### src/rtl/control_unit_pipelined.sv
// Pipelined control unit for the RV32I core. It contains the decode stage, the
// ID/EX control register, execute-stage branch resolution and the data-memory
// wait FSM.
// Optional feature: define MEM_TIMEOUT_EN to enable the memory-timeout fault
// (WAIT -> FAULT after MEM_WAIT_MAX stall cycles).

module control_unit_pipelined #(
   parameter int unsigned ALU_CTRL_W   = 4,
   parameter int unsigned IMM_SRC_W    = 3,
   parameter int unsigned MEM_WAIT_MAX = 15
) (
   input  logic                  clk_i,
   input  logic                  rst_i,
   input  logic [6:0]            op_i,
   input  logic [2:0]            funct3_i,
   input  logic                  funct7_5_i,
   input  logic                  stall_i,
   input  logic                  flush_i,
   input  logic                  zero_i,
   input  logic                  lt_i,
   input  logic                  ltu_i,
   input  logic                  mem_ready_i,
   output logic [IMM_SRC_W-1:0]  imm_src_d_o,
   output logic                  reg_write_e_o,
   output logic [1:0]            result_src_e_o,
   output logic                  mem_write_e_o,
   output logic                  alu_src_e_o,
   output logic [ALU_CTRL_W-1:0] alu_control_e_o,
   output logic                  jalr_e_o,
   output logic                  byte_address_e_o,
   output logic                  pc_src_e_o,
   output logic                  mem_stall_o,
   output logic                  illegal_instr_o,
   output logic                  mem_fault_o
);

   // Opcodes
   localparam logic [6:0] OP_LOAD   = 7'b0000011;
   localparam logic [6:0] OP_STORE  = 7'b0100011;
   localparam logic [6:0] OP_R      = 7'b0110011;
   localparam logic [6:0] OP_I_ALU  = 7'b0010011;
   localparam logic [6:0] OP_BRANCH = 7'b1100011;
   localparam logic [6:0] OP_JAL    = 7'b1101111;
   localparam logic [6:0] OP_JALR   = 7'b1100111;
   localparam logic [6:0] OP_LUI    = 7'b0110111;
   localparam logic [6:0] OP_AUIPC  = 7'b0010111;

   // Immediate types
   localparam logic [2:0] IMM_I = 3'b000;
   localparam logic [2:0] IMM_S = 3'b001;
   localparam logic [2:0] IMM_B = 3'b010;
   localparam logic [2:0] IMM_J = 3'b011;
   localparam logic [2:0] IMM_U = 3'b100;

   // Result select
   localparam logic [1:0] RES_ALU = 2'b00;
   localparam logic [1:0] RES_MEM = 2'b01;
   localparam logic [1:0] RES_PC4 = 2'b10;

   // ALU operations
   localparam logic [3:0] ALU_ADD   = 4'd0;
   localparam logic [3:0] ALU_SUB   = 4'd1;
   localparam logic [3:0] ALU_AND   = 4'd2;
   localparam logic [3:0] ALU_OR    = 4'd3;
   localparam logic [3:0] ALU_XOR   = 4'd4;
   localparam logic [3:0] ALU_SLT   = 4'd5;
   localparam logic [3:0] ALU_SLTU  = 4'd6;
   localparam logic [3:0] ALU_SLL   = 4'd7;
   localparam logic [3:0] ALU_SRL   = 4'd8;
   localparam logic [3:0] ALU_SRA   = 4'd9;
   localparam logic [3:0] ALU_PASSB = 4'd10;

   // Elaboration-time guard on the configuration
   if (ALU_CTRL_W < 4 || IMM_SRC_W < 3 || MEM_WAIT_MAX < 1) begin : g_param_check
      $error("control_unit_pipelined: parameter out of range");
   end

   // ID/EX control payload; an all-zero value is a bubble
   typedef struct packed {
      logic                  reg_write;
      logic [1:0]            result_src;
      logic                  mem_write;
      logic                  alu_src;
      logic [ALU_CTRL_W-1:0] alu_control;
      logic                  jalr;
      logic                  byte_address;
      logic                  branch;
      logic                  jump;
      logic                  mem_op;
      logic                  illegal;
      logic [2:0]            funct3;
   } idex_t;

   localparam idex_t BUBBLE = '0;

   typedef enum logic [1:0] {
      S_IDLE  = 2'd0,
      S_WAIT  = 2'd1,
      S_FAULT = 2'd2
   } mem_state_e;

   idex_t      dec_c;
   idex_t      idex_d, idex_q;
   logic [2:0] imm_src_c;
   logic [3:0] alu_op_c;
   logic       byte_c;
   logic       cond_c;
   logic       mem_stall_c;
   logic       fault_bubble_c;
   mem_state_e state_d, state_q;

`ifdef MEM_TIMEOUT_EN
   localparam int unsigned CNT_W = $clog2(MEM_WAIT_MAX + 1);
   logic [CNT_W-1:0] cnt_d, cnt_q;
`endif

   // ALU operation for R-type and I-ALU; funct7[5] qualifies ADD/SUB only for R-type
   always_comb begin
      alu_op_c = ALU_ADD;
      case (funct3_i)
         3'b000:  alu_op_c = (op_i == OP_R && funct7_5_i) ? ALU_SUB : ALU_ADD;
         3'b001:  alu_op_c = ALU_SLL;
         3'b010:  alu_op_c = ALU_SLT;
         3'b011:  alu_op_c = ALU_SLTU;
         3'b100:  alu_op_c = ALU_XOR;
         3'b101:  alu_op_c = funct7_5_i ? ALU_SRA : ALU_SRL;
         3'b110:  alu_op_c = ALU_OR;
         3'b111:  alu_op_c = ALU_AND;
         default: alu_op_c = ALU_ADD;
      endcase
   end

   assign byte_c = (funct3_i == 3'b000) || (funct3_i == 3'b100);

   // Decode-stage control generation
   always_comb begin
      dec_c     = BUBBLE;
      imm_src_c = IMM_I;
      case (op_i)
         OP_LOAD: begin
            dec_c.reg_write    = 1'b1;
            dec_c.result_src   = RES_MEM;
            dec_c.alu_src      = 1'b1;
            dec_c.alu_control  = ALU_CTRL_W'(ALU_ADD);
            dec_c.mem_op       = 1'b1;
            dec_c.byte_address = byte_c;
            imm_src_c          = IMM_I;
         end
         OP_STORE: begin
            dec_c.mem_write    = 1'b1;
            dec_c.alu_src      = 1'b1;
            dec_c.alu_control  = ALU_CTRL_W'(ALU_ADD);
            dec_c.mem_op       = 1'b1;
            dec_c.byte_address = byte_c;
            imm_src_c          = IMM_S;
         end
         OP_R: begin
            dec_c.reg_write   = 1'b1;
            dec_c.result_src  = RES_ALU;
            dec_c.alu_control = ALU_CTRL_W'(alu_op_c);
         end
         OP_I_ALU: begin
            dec_c.reg_write   = 1'b1;
            dec_c.result_src  = RES_ALU;
            dec_c.alu_src     = 1'b1;
            dec_c.alu_control = ALU_CTRL_W'(alu_op_c);
            imm_src_c         = IMM_I;
         end
         OP_BRANCH: begin
            dec_c.branch      = 1'b1;
            dec_c.alu_control = ALU_CTRL_W'(ALU_SUB);
            imm_src_c         = IMM_B;
         end
         OP_JAL: begin
            dec_c.reg_write  = 1'b1;
            dec_c.result_src = RES_PC4;
            dec_c.jump       = 1'b1;
            imm_src_c        = IMM_J;
         end
         OP_JALR: begin
            dec_c.reg_write   = 1'b1;
            dec_c.result_src  = RES_PC4;
            dec_c.alu_src     = 1'b1;
            dec_c.alu_control = ALU_CTRL_W'(ALU_ADD);
            dec_c.jump        = 1'b1;
            dec_c.jalr        = 1'b1;
            imm_src_c         = IMM_I;
         end
         OP_LUI: begin
            dec_c.reg_write   = 1'b1;
            dec_c.alu_src     = 1'b1;
            dec_c.alu_control = ALU_CTRL_W'(ALU_PASSB);
            imm_src_c         = IMM_U;
         end
         OP_AUIPC: begin
            dec_c.reg_write   = 1'b1;
            dec_c.alu_src     = 1'b1;
            dec_c.alu_control = ALU_CTRL_W'(ALU_ADD);
            imm_src_c         = IMM_U;
         end
         default: begin
            dec_c.illegal = 1'b1;
            imm_src_c     = IMM_I;
         end
      endcase
      dec_c.funct3 = funct3_i;
   end

   assign imm_src_d_o = IMM_SRC_W'(imm_src_c);

   // ID/EX next value: memory wait holds, fault/flush bubble, hazard stall holds
   always_comb begin
      idex_d = dec_c;
      if (mem_stall_c) begin
         idex_d = idex_q;
      end else if (fault_bubble_c || flush_i) begin
         idex_d = BUBBLE;
      end else if (stall_i) begin
         idex_d = idex_q;
      end
   end

   // ID/EX control register
   always_ff @(posedge clk_i) begin
      if (rst_i) begin
         idex_q <= BUBBLE;
      end else begin
         idex_q <= idex_d;
      end
   end

   // Branch condition from EX funct3 and ALU flags; 010/011 never taken
   always_comb begin
      cond_c = 1'b0;
      case (idex_q.funct3)
         3'b000:  cond_c = zero_i;
         3'b001:  cond_c = !zero_i;
         3'b100:  cond_c = lt_i;
         3'b101:  cond_c = !lt_i;
         3'b110:  cond_c = ltu_i;
         3'b111:  cond_c = !ltu_i;
         default: cond_c = 1'b0;
      endcase
   end

   // Memory FSM state register (plus wait counter when timeouts are enabled)
   always_ff @(posedge clk_i) begin
      if (rst_i) begin
         state_q <= S_IDLE;
`ifdef MEM_TIMEOUT_EN
         cnt_q   <= '0;
`endif
      end else begin
         state_q <= state_d;
`ifdef MEM_TIMEOUT_EN
         cnt_q   <= cnt_d;
`endif
      end
   end

   // Memory FSM next-state logic
   always_comb begin
      state_d = state_q;
`ifdef MEM_TIMEOUT_EN
      cnt_d   = cnt_q;
`endif
      case (state_q)
         S_IDLE: begin
            if (idex_q.mem_op && !mem_ready_i) begin
               state_d = S_WAIT;
`ifdef MEM_TIMEOUT_EN
               cnt_d   = CNT_W'(1);
`endif
            end
         end
         S_WAIT: begin
            if (mem_ready_i) begin
               state_d = S_IDLE;
`ifdef MEM_TIMEOUT_EN
               cnt_d   = '0;
            end else if (cnt_q == CNT_W'(MEM_WAIT_MAX)) begin
               state_d = S_FAULT;
            end else begin
               cnt_d   = cnt_q + CNT_W'(1);
`endif
            end
         end
         S_FAULT: begin
`ifdef MEM_TIMEOUT_EN
            state_d = S_FAULT;
`else
            state_d = S_IDLE;
`endif
         end
         default: state_d = S_IDLE;
      endcase
   end

   // Memory FSM outputs; a same-cycle ready costs no stall
   always_comb begin
      mem_stall_c    = 1'b0;
      fault_bubble_c = 1'b0;
      case (state_q)
         S_IDLE:  mem_stall_c    = idex_q.mem_op && !mem_ready_i;
         S_WAIT:  mem_stall_c    = 1'b1;
         S_FAULT: fault_bubble_c = 1'b1;
         default: mem_stall_c    = 1'b0;
      endcase
   end

   assign mem_stall_o      = mem_stall_c;
`ifdef MEM_TIMEOUT_EN
   assign mem_fault_o      = (state_q == S_FAULT);
`else
   assign mem_fault_o      = 1'b0;
`endif

   assign reg_write_e_o    = idex_q.reg_write;
   assign result_src_e_o   = idex_q.result_src;
   assign mem_write_e_o    = idex_q.mem_write;
   assign alu_src_e_o      = idex_q.alu_src;
   assign alu_control_e_o  = idex_q.alu_control;
   assign jalr_e_o         = idex_q.jalr;
   assign byte_address_e_o = idex_q.byte_address;
   assign pc_src_e_o       = (idex_q.jump || (idex_q.branch && cond_c)) && !mem_stall_c;
   assign illegal_instr_o  = idex_q.illegal ||
                             (idex_q.branch && (idex_q.funct3[2:1] == 2'b01));

endmodule

### config.mk
export PLATFORM = sky130hd
export DESIGN_NAME = control_unit_pipelined
export DESIGN_NICKNAME = d
export VERILOG_FILES = /design/src/rtl/control_unit_pipelined.sv
export SDC_FILE = /design/constraint.sdc
export NUM_CORES = 1
export LEC_CHECK = 0
export CORE_MARGIN = 3
export CORE_UTILIZATION = 35
export CTS_BUF_LIST = sky130_fd_sc_hd__clkbuf_4 sky130_fd_sc_hd__clkbuf_8
export DETAILED_ROUTE_END_ITERATION = 10
export GPL_ROUTABILITY_DRIVEN = 1
export PLACE_DENSITY = 0.67
export SLEW_MARGIN = 15
export SYNTH_ARGS = -nofsm -noshare
export SYNTH_HDL_FRONTEND = slang
export SYNTH_SLANG_ARGS = --single-unit
### constraint.sdc
create_clock -name clk_i -period 3.95 [get_ports clk_i]
set_input_delay 0.5925 -clock clk_i [delete_from_list [all_inputs] [get_ports clk_i]]
set_output_delay 0.5925 -clock clk_i [all_outputs]
set_load 0.02 [all_outputs]
; ---- Yosys cells after proc, flatten, opt, wreduce, memory -nomap -nowiden
; Cells that the tools add are included.
[totals]
ff_bits = 20
word_cells = 90
inputBits = 19
out_inout_bits = 18
[op_classes]
muxes = 23
n_reduce_logical = 26
eq_ne = 27
bitwise = 1
[op_table]
columns = operator, n
row1 = 2-to-1 mux 18 bit, 2
row2 = case mux 4 bit (8 select lines), 1
row3 = equality test 3 bit (second input constant), 8
row4 = equality test 7 x 6 -> 1 bit (second input constant), 3
row5 = equality test 7 bit (second input constant), 3
row6 = equality test 7 x 5 -> 1 bit (second input constant), 2
row7 = 2-to-1 mux 1 bit, 12
row8 = case mux 3 bit (4 select lines), 1
row9 = case mux 4 bit (3 select lines), 1
row10 = OR reduction 9 bit, 1
row11 = case mux 2 bit (2 select lines), 2
row12 = OR reduction 2 bit, 4
row13 = equality test 7 x 2 -> 1 bit (second input constant), 1
row14 = OR reduction 7 bit, 1
row15 = equality test 3 x 1 -> 1 bit (second input constant), 2
row16 = equality test 3 x 2 -> 1 bit (second input constant), 2
row17 = logical NOT 3 bit, 2
row18 = case mux 1 bit (6 select lines), 1
row19 = OR reduction 6 bit, 1
row20 = logical AND 1 bit, 5
row21 = logical NOT 1 bit, 5
row22 = equality test 2 x 1 -> 1 bit (second input constant), 2
row23 = logical OR 1 bit, 4
row24 = 2-to-1 mux 2 bit, 2
row25 = other kinds (7), 9

; ---- Logic depth before layout (Yosys ltp)
[logic_depth]
word_depth = 7
depth_mapped = 6

; ---- Worst setup path after synthesis
; Ideal clock, no wire load.
[synth_path]
path_kind = input to output
start = input port op_i[6]
end = output port imm_src_d_o[0]
path_buffers = 1
path_slack_ps = 1265
arrival_time_ps = 2092
stages = 3
cell_sequence = clkbuf_1 > nand2_1 > a2111oi_0
[synth_between]
elab_chain_len = 3
word_cells_on_any_way = 7
classes_between = eq/ne: 5 / mux: 1 / reduce/logical: 1
[synth_rtl]
columns = item, line_no
row1 = "start, declared", 14  ; input logic [6:0] op_i,
row2 = equality test 7 x 5 -> 1 bit or equality test 7 x 6 -> 1 bit (tied branches), 139  ; case (op_i)
row3 = OR reduction 2 bit (no line), --
row4 = case mux 3 bit (4 select lines) (*), 139
row5 = "end, declared", 23  ; output logic [IMM_SRC_W-1:0] imm_src_d_o,
; Mark *: on every way between the ends. The rest lies on a longest branch, timed or not.

; ---- Worst setup path after layout
; Same ends and word-level chain as after synthesis.

==> summary.md <==
| Metric | Value |
|---|---|
| Grt ovf | `0` |
| Relative slew slack | `45.01%` |
| Crit path cell chain | `clkdlybuf4s50_1 > nand2_1 > a2111oi_0 > clkdlybuf4s50_1` |
| Post-place instance area | `approximately 1400 sq um` |
| Ant. Diodes | `0` |
| Yosys top cell area share | `between 30 and 40%` |
| Class of the worst hold path | `reg -> reg` |
| CTS tree | `yes` |
| Worst setup SP type | `input pin` |
| Crit path from | `op_i[6]` |
| Post-route antenna net violation count | `0` |
| Die area | `between 3000 and 4000 sq um` |
| Max clock buf depth | `2` |
| Clock Sinks | `18` |
| Net Sw Power | `between 0.09 and 0.1 mW` |
| Post-Route Skew | `approximately 0.0015 ns` |
| Most used cell, CP | `clkdlybuf4s50_1` |
| CP max stage cell | `clkdlybuf4s50_1` |
| Drt initial violations | `38` |
| Synth Warn # | `0` |
| Post-synth top flop | `dfxtp_1` |
| Post-synth EDFFs | `0` |
| Routed WL | `2657 um` |
| Synth unique cells | `40` |
| GRT Total Usage | `about 15%` |
| Vias | `1,043` |
| Syn avg cell area | `8.042 sq um` |
| Max-cap violations | `0` |
| Static Leak | `between 0.4 and 0.5 nW` |
| Slew Limit Fails | `0` |
| Die X | `between 60 and 70 um` |
| Core Area | `2805 sq um` |
| RSZ-0062 raised after global routing | `false` |
| Post-DP HPWL | `slightly below 2000 um` |
| Crit end category | `primary output` |
| Synthesized flop and latch total | `18` |
| Finished layout cell area | `1388 sq um` |
| Part of the power in registers | `roughly 54%` |
| Mapped Area | `between 1000 and 1500 sq um` |
| Status | `finished clean` |
| Port bufs | `35` |
| Critical path fanouts, max | `10` |
| Drt wl/cell | `~14 um` |
| Largest cells by area after synthesis | `dfxtp_1, a21oi_1, buf_4, nor2_1, nand2_1` |
| Final RePlAce weighted congestion | `0.7770` |
| Total CTS buffers | `3` |
| Commonest cells after routing, fill and taps aside | `clkdlybuf4s50_1, dfxtp_1, nor2_1` |
| Commonest non-fill, non-tap cell in the layout | `clkdlybuf4s50_1` |
| Largest net degree at the start of global routing | `23` |
| Least-Margin Pin Slew | `0.8249 ns` |
| Post-DR vias/cell | `5.608` |
| Pre-antenna DRT Iters | `4` |
| Worst r2r src | `idex_q[4]$_SDFFE_PP0P_` |
| Setup TNS | `0 ns` |
| Rows | `19` |
| H-tree levels | `1` |
| Cell Pwr Density | `approximately 250 nW/um^2` |
| Post-synthesis sequential area ratio | `between 30% and 40%` |
| Fin crit period | `3.038 ns` |
| Comb pwr share | `about a fifth` |
| Largest stage delay on the critical path | `around 0.68 ns` |
| Clock latency on the worst-skew pair | `0.29 ns` |
| Filler cells | `298` |
| Reg2reg end | `reg_write_e_o$_SDFFE_PP0P_` |
| Final Core Density | `approximately 49%` |
| Reg2reg setup slack | `roughly 2.2 ns` |
| Vias in the first global route | `about 940` |
| Area grow syn2layout | `31.71%` |
| Post-synthesis cell count | `~130` |
| Synth area leader | `dfxtp_1` |
| Crit path kind | `in -> out` |
| Starting density of the core | `a little under two fifths` |
| Post-Syn Nets | `150` |
| # hold bufs at CTS | `0` |
| Post-CTS setup buffer count | `0` |
| Die H | `between 60 and 70 um` |
| Clock transition at path regs | `about 0.09 ns` |
| Residual DRC | `0` |
| Critical path endpoint | `imm_src_d_o[0]` |
| Clock power share | `between 20% and 30%` |
| Reg2reg path depth | `3` |
| First-pass GRT wire length | `around 4200 um` |
| Final Cycle Share | `76.91%` |
| WP data arrival | `~2.5 ns` |
| Int Pwr | `0.2512 mW` |
| Share of layout cells above drive strength 1 | `4.516%` |
| Nets | `about 180` |
| Async SR Flop Fraction | `0%` |
| Fin. Hold Viols | `0` |
| Clock root buffer | `clkbuf_4` |
| PostCTS Resize Cnt | `0` |
| Initial antenna violation count | `0` |
| Peak supply drop | `about 0.20 mV` |
| # IOs | `37` |
| Critical path required time | `3.36 ns` |
| Final setup fails | `0` |
| Max Freq | `around 330 MHz` |
| Sw Ratio | `26.48%` |
-- registers in the layout, summed over array words and instances, names as in the netlist --
name	flops
mem_write_e_o	1
alu_src_e_o	1
byte_address_e_o	1
state_q	1
reg_write_e_o	1
result_src_e_o	2
jalr_e_o	1
idex_q	6
alu_control_e_o	4
-- stage by stage --
stage                     worst slack, ns  hold WS, ns  std cells  power, mW
final                              0.9121       0.4623        186     0.3417
after global routing               0.7912       0.4868        186     0.3597
after CTS                          0.8959       0.4691        186     0.3465
after detailed placement           0.9058       0.4510        183     0.2563
after global placement             0.9728       0.4409        183     0.2551
after floorplan                     1.265       0.4285        131     0.2255
-- worst min path at each step --
stage / from / end / slack [ns] / depth (start not counted)
after global routing: alu_src_e_o$_SDFFE_PP0P_ / alu_src_e_o$_SDFFE_PP0P_ / 0.49 / 2
final: alu_control_e_o[2]$_SDFFE_PP0P_ / alu_control_e_o[2]$_SDFFE_PP0P_ / 0.46 / 2
after global placement: jalr_e_o$_SDFFE_PP0P_ / jalr_e_o$_SDFFE_PP0P_ / 0.44 / 2
after detailed placement: alu_src_e_o$_SDFFE_PP0P_ / alu_src_e_o$_SDFFE_PP0P_ / 0.45 / 2
after CTS: alu_src_e_o$_SDFFE_PP0P_ / alu_src_e_o$_SDFFE_PP0P_ / 0.47 / 2
after floorplan: idex_q[3]$_SDFFE_PP0P_ / idex_q[3]$_SDFFE_PP0P_ / 0.43 / 2
-- synth_stat cells, types with 2 or more instances --
cell / number
nand2b_1: 2
inv_1: 3
o21bai_1: 2
a32oi_1: 4
or4_1: 2
xor2_1: 3
dfxtp_1: 18
nand3b_1: 4
nand2_1: 13
a22oi_1: 4
clkbuf_1: 6
o21a_1: 2
nor3_1: 6
a21oi_1: 13
buf_4: 7
buf_2: 2
nor2_1: 14
nand4_1: 4
-- layout make-up --
| cell class | instances | area (sq um) | share of cell area, % |
|---|---|---|---|
| multi-input combinational | 94 | 593.1 | 42.74 |
| inverter | 4 | 15.01 | 1.082 |
| clock buffer | 3 | 22.52 | 1.623 |
| sequential | 18 | 360.3 | 25.97 |
| tap | 31 | 38.79 | 2.795 |
| timing repair buffer | 36 | 357.8 | 25.79 |
-- per-layer routing --
layer	global-route usage, %	up-vias	wire length [um]
li1	-	522	-
met5	0	-	0
met3	4.681	2	156
met2	22.75	27	1182
met4	2.167	0	17
met1	20.97	492	1301
-- worst max-delay path: cells and delay by family --
family / cells / cell delay (ns)
and+or+nand+nor: 1 / 0.12
AOI/OAI and AO/OA: 1 / 0.42
buffers and inverters: 2 / 1.32
-- power groups by stage --
stage / registers, mW / logic (mW) / clock network [mW]
floorplan: 0.190 / 0.0359 / 0
global placement: 0.190 / 0.0653 / 0
detailed placement: 0.190 / 0.0665 / 0
CTS: 0.186 / 0.0669 / 0.0939
global route: 0.186 / 0.0729 / 0.101
finish: 0.186 / 0.0671 / 0.0890
-- cells by family after synthesis --
logic type / synth area share (%)
AND/OR/NAND/NOR: 25.06
AO/OA/AOI/OAI: 25.54
buffers and inverters: 9.501
flip-flops: 34.20
XOR/XNOR: 3.326
multiplexers: 2.019
other: 0.3560
(Power assumes the default switching activity.)
